## src/rtl/ec_pkg.sv

```systemverilog
`default_nettype none
// ============================================================================
//  Module     : ec_pkg
//  Description: Opcode, state and accumulator-source codes shared by the
//               accumulator-processor control unit.
//  Revision   : 1.0 - initial release
// ============================================================================
package ec_pkg;

    localparam logic [2:0] OP_LOAD  = 3'b000;
    localparam logic [2:0] OP_STORE = 3'b001;
    localparam logic [2:0] OP_ADD   = 3'b010;
    localparam logic [2:0] OP_SUB   = 3'b011;
    localparam logic [2:0] OP_INPUT = 3'b100;
    localparam logic [2:0] OP_JZ    = 3'b101;
    localparam logic [2:0] OP_JPOS  = 3'b110;
    localparam logic [2:0] OP_HALT  = 3'b111;

    localparam logic [3:0] S_START  = 4'd0;
    localparam logic [3:0] S_FETCH  = 4'd1;
    localparam logic [3:0] S_DECODE = 4'd2;
    localparam logic [3:0] S_LOAD   = 4'd8;
    localparam logic [3:0] S_STORE  = 4'd9;
    localparam logic [3:0] S_ADD    = 4'd10;
    localparam logic [3:0] S_SUB    = 4'd11;
    localparam logic [3:0] S_INPUT  = 4'd12;
    localparam logic [3:0] S_JZ     = 4'd13;
    localparam logic [3:0] S_JPOS   = 4'd14;
    localparam logic [3:0] S_HALT   = 4'd15;

    localparam logic [1:0] ASEL_ALU = 2'b00;
    localparam logic [1:0] ASEL_IN  = 2'b01;
    localparam logic [1:0] ASEL_RAM = 2'b10;

endpackage
`default_nettype wire

```

## src/rtl/ec_controller_edge_detect.sv

```systemverilog
`default_nettype none
// ============================================================================
//  Module     : edge_detect
//  Description: Rising-edge detector for a level already synchronised to clk.
//  Revision   : 1.0 - initial release
// ============================================================================
module edge_detect (
    input  logic clk,
    input  logic clear,
    input  logic d,
    output logic rise
);

    logic d_q;
    logic d_d;

    always_comb begin
        d_d = clear ? 1'b0 : d;
    end

    always_ff @(posedge clk) begin
        d_q <= d_d;
    end

    assign rise = d & ~d_q;

endmodule
`default_nettype wire

```

## src/rtl/ec_controller.sv

```systemverilog
`default_nettype none
// ============================================================================
//  Module     : ec_controller
//  Description: Fetch/decode/execute sequencer and control-strobe decode for
//               the 8-bit accumulator processor, with Enter handshake and HALT.
//  Revision   : 1.0 - initial release
// ============================================================================
module ec_controller
    import ec_pkg::*;
#(
    parameter int OPW   = 3,
    parameter int ASELW = 2,
    parameter int STW   = 4
) (
    input  logic             clk,
    input  logic             clear,
    input  logic             enter,
    input  logic [OPW-1:0]   IR75,
    input  logic             Aeq0,
    input  logic             Apos,
    output logic             IRload,
    output logic             JMPmux,
    output logic             PCload,
    output logic             Meminst,
    output logic             MemWr,
    output logic [ASELW-1:0] Asel,
    output logic             Aload,
    output logic             Sub,
    output logic             halt,
    output logic             inwait,
    output logic [STW-1:0]   state_out
);

    logic [STW-1:0] state_q;
    logic [STW-1:0] state_d;
    logic           enter_rise;

    edge_detect u_enter_edge (
        .clk   (clk),
        .clear (clear),
        .d     (enter),
        .rise  (enter_rise)
    );

    always_comb begin
        state_d = S_START;
        if (!clear) begin
            case (state_q)
                S_START:  state_d = S_FETCH;
                S_FETCH:  state_d = S_DECODE;
                S_DECODE: begin
                    case (IR75)
                        OP_LOAD:  state_d = S_LOAD;
                        OP_STORE: state_d = S_STORE;
                        OP_ADD:   state_d = S_ADD;
                        OP_SUB:   state_d = S_SUB;
                        OP_INPUT: state_d = S_INPUT;
                        OP_JZ:    state_d = S_JZ;
                        OP_JPOS:  state_d = S_JPOS;
                        default:  state_d = S_HALT;
                    endcase
                end
                S_LOAD, S_STORE, S_ADD, S_SUB, S_JZ, S_JPOS: state_d = S_FETCH;
                S_INPUT:  state_d = enter_rise ? S_FETCH : S_INPUT;
                S_HALT:   state_d = S_HALT;
                default:  state_d = S_START;
            endcase
        end
    end

    always_ff @(posedge clk) begin
        if (clear) state_q <= S_START;
        else       state_q <= state_d;
    end

    // Strobes are held low for the whole clear cycle so reset can never write RAM.
    always_comb begin
        IRload  = 1'b0;
        JMPmux  = 1'b0;
        PCload  = 1'b0;
        Meminst = 1'b0;
        MemWr   = 1'b0;
        Asel    = ASEL_ALU;
        Aload   = 1'b0;
        Sub     = 1'b0;
        halt    = 1'b0;
        inwait  = 1'b0;
        if (!clear) begin
            case (state_q)
                S_FETCH: begin
                    IRload = 1'b1;
                    PCload = 1'b1;
                end
                S_DECODE: Meminst = 1'b1;
                S_LOAD: begin
                    Meminst = 1'b1;
                    Asel    = ASEL_RAM;
                    Aload   = 1'b1;
                end
                S_STORE: begin
                    Meminst = 1'b1;
                    MemWr   = 1'b1;
                end
                S_ADD: begin
                    Meminst = 1'b1;
                    Aload   = 1'b1;
                end
                S_SUB: begin
                    Meminst = 1'b1;
                    Aload   = 1'b1;
                    Sub     = 1'b1;
                end
                S_INPUT: begin
                    inwait = 1'b1;
                    Asel   = ASEL_IN;
                    Aload  = enter_rise;
                end
                S_JZ: begin
                    Meminst = 1'b1;
                    JMPmux  = 1'b1;
                    PCload  = Aeq0;
                end
                S_JPOS: begin
                    Meminst = 1'b1;
                    JMPmux  = 1'b1;
                    PCload  = Apos;
                end
                S_HALT:  halt = 1'b1;
                default: ;
            endcase
        end
    end

    assign state_out = state_q;

endmodule
`default_nettype wire
```

## config.mk

```make
export PLATFORM = sky130hd
export DESIGN_NAME = ec_controller
export DESIGN_NICKNAME = d
export VERILOG_FILES = /design/src/rtl/ec_pkg.sv /design/src/rtl/ec_controller_edge_detect.sv /design/src/rtl/ec_controller.sv
export SDC_FILE = /design/constraint.sdc
export NUM_CORES = 1
export LEC_CHECK = 0
export ABC_AREA = 1
export CAP_MARGIN = 15
export CORE_AREA = 2 2 39 41
export CTS_CLUSTER_SIZE = 20
export DETAILED_ROUTE_END_ITERATION = 12
export DIE_AREA = 0 0 41 43
export MAX_ROUTING_LAYER = met4
export SYNTH_ARGS = -nofsm -noshare
export SYNTH_HDL_FRONTEND = slang
export SYNTH_SLANG_ARGS = --single-unit
```

## constraint.sdc

```tcl
create_clock -name clk -period 1.6 [get_ports clk]
set_clock_uncertainty 0.15 [all_clocks]
set_input_delay 0.24 -clock clk [delete_from_list [all_inputs] [get_ports clk]]
set_output_delay 0.24 -clock clk [all_outputs]
set_load 0.005 [all_outputs]
```

==> out/metrics.yaml <==
worst_setup_path:
  rr_endpoint: "state_out[0]"
  r2r_setup_slack_ns: 0.36
  crit_start: "state_out[3]"
  crit_fanout: 4
  critical_path.startpoint_type: "register"
  reg2reg_from: "state_out[0]"
  crit_end: "PCload"
  arrival_ns: 1.24
  end_kind: "output port"
  r2r_cells: 7
  setup.worst_path.class: "register to output port"
  worst_ep_required_time_ns: 1.21
place:
  portBuffers: 22
  dpl.hpwl_um: 1010
  gp_congestion: 0.797
  pre_cts_ws_ns: -0.401
  place_inst: 118
route:
  drc: 0
  wl_per_cell_um: 11.2
  drt_iter0_markers: 6
  vias_per_cell: 4.55
  vias: 582
  finalWirelength_um: 1440
  antenna_left: 0
  first_pass_iters: 4
clock_network:
  numCtsBuffers: 3
  root_buffer: "clkbuf_4"
  htree_num_levels: 1
  clock_path_buffers: 2
  path_clk_slew_ns: 0.04
  cts_tree: "yes"
  hold_buffers: 0
  clock-sinks: 5
  clkLatencyLatePin_ns: 0.24
sta:
  period_share: 1.02
  worst_pin_slew_ns: 0.219
  finalMaxSlewViolations: 0
  max-slew-margin-rel: 0.854
  hold_viol_final: 0
  hold_slack_ns: 0.398
  setup_violations: 2
  fin_crit_ns: 1.63
  rsz0062_at_grt: "yes"
  setup_slack_ns: -0.0346
  clock.fmax_mhz: 612
die:
  dieArea_mm2: 0.00176
  std_cell_rows: 14
  dieWidth_um: 41
  core_area_mm2: 0.00138
  initial_utilization: 0.266
  die_h_um: 43
  io_pins: 23
status:
  violations: "negative setup slack"
  run_status: "complete, but fails checks"
grt:
  grt_max_degree: 8
  grt_use_total: 0.162
  grt_pass1_vias: 498
  antenna_found_initial: 0
  grt_pass1_wl_um: 1910
  grt_overflow_total: 0
hold_path:
  hold_path_class: "input port to register"
synth:
  netlist_instances: 65
  synth-seq-area-share: 0.272
  ys_top_cells_by_area: "dfxtp_1, nor2_1, nand3_1, nand2_1, inv_1"
  synth_nets: 73
  syn_area_per_cell_um2: 5.66
  synth_area_um2: 368
  yosys_warnings: 0
  ys_seq_elements: 5
  synthDistinctLibCells: 15
  synth_top_area_frac: 0.272
  synth_area_leader_cell: "dfxtp_1"
pwr:
  total_power_w: 0.000573
  power.density_mw_per_mm2: 657
  p_leak_nw: 0.450
  ir_drop_uv: 454
cells_and_area:
  drive_gt1_frac: 0.589
  diodes: 0
  syn_to_final_growth_pct: 137
  utilization: 0.630
  n_fill_cell: 126
  instances_no_fill: 128
  final_common_cell: "buf_4"
  layout_common_cells: "buf_4, buf_2, nor2_1, clkdlybuf4s50_1"
  final_nets: 121
job:
  maxCapViolations: 0
==> how the worst min path moves through the flow <==
stage	start	cells after the start	slack, ns	to
detailed placement	u_enter_edge.d_q	4	0.48	state_out[2]
floorplan	enter	2	0.23	u_enter_edge.d_q
global placement	u_enter_edge.d_q	4	0.48	state_out[2]
global route	clear	5	0.43	state_out[3]
CTS	clear	5	0.37	state_out[2]
finish	clear	5	0.40	state_out[2]
==> timing repair <==
action                                  in CTS  in global routing
setup buffers                                4                  3
cloned                                       0                  0
pin swaps                                    8                  8
endpoints found under the setup margin      14                  8
resized for setup                           63                 22
==> routing by layer <==
metal  global-route usage  up-vias  part of all wire
li1                     -      300                 -
met1                0.196      267              0.40
met2                0.247       15              0.52
met3               0.0628        0             0.070
met4               0.0400        0                 0
met5                    -        -                 0
==> metrics by stage <==
stage / TNS [ns] / instance area [um^2]
finish: -0.0618 / 872
global route: -0.279 / 872
global placement: -3.36 / 723
CTS: -0.281 / 801
floorplan: 0 / 368
detailed placement: -3.30 / 723
==> state kept, by name, indices dropped and copies added, names as in the netlist <==
signal / cells
state_out: 4
u_enter_edge.d_q: 1
==> Yosys cell counts <==
library cell	number
nor2_1	14
nand3_2	1
buf_4	1
o22ai_1	1
nand2_2	1
nor3_1	2
a31oi_1	2
dfxtp_1	5
nor2_2	1
inv_2	2
nand3_1	10
o211ai_1	1
nand2_1	12
buf_2	1
inv_1	11
==> worst max-delay path, stage by stage (launching register included) <==
cell	delay, ns
dfxtp_4	0.40
nand2_8	0.08
nor2_4	0.13
buf_6	0.10
nand2_2	0.04
nand3_2	0.06
nand2_1	0.05
inv_1	0.04
buf_2	0.10
==> report_power, final <==
| group | internal (W) | total, W | switching [W] |
|---|---|---|---|
| clock | 0.0000944 | 0.000149 | 0.0000543 |
| sequential | 0.000139 | 0.000164 | 0.0000255 |
| combinational | 0.000146 | 0.000260 | 0.000114 |
| total | 0.000379 | 0.000573 | 0.000194 |
==> cell families after synthesis <==
logic type | share of synthesized area
AOI/OAI and AO/OA | 0.0714
buffers and inverters | 0.167
DFF | 0.272
and+or+nand+nor | 0.490
==> final cells by class <==
type,count,area [um^2],area share
repair buffers,45,353,0.405
multi-input cells,45,309,0.354
flip-flops and latches,5,115,0.132
inverters,13,48.8,0.0560
clock buffers,4,26.3,0.0301
well taps,16,20.0,0.0230
(Power assumes the default switching activity.)
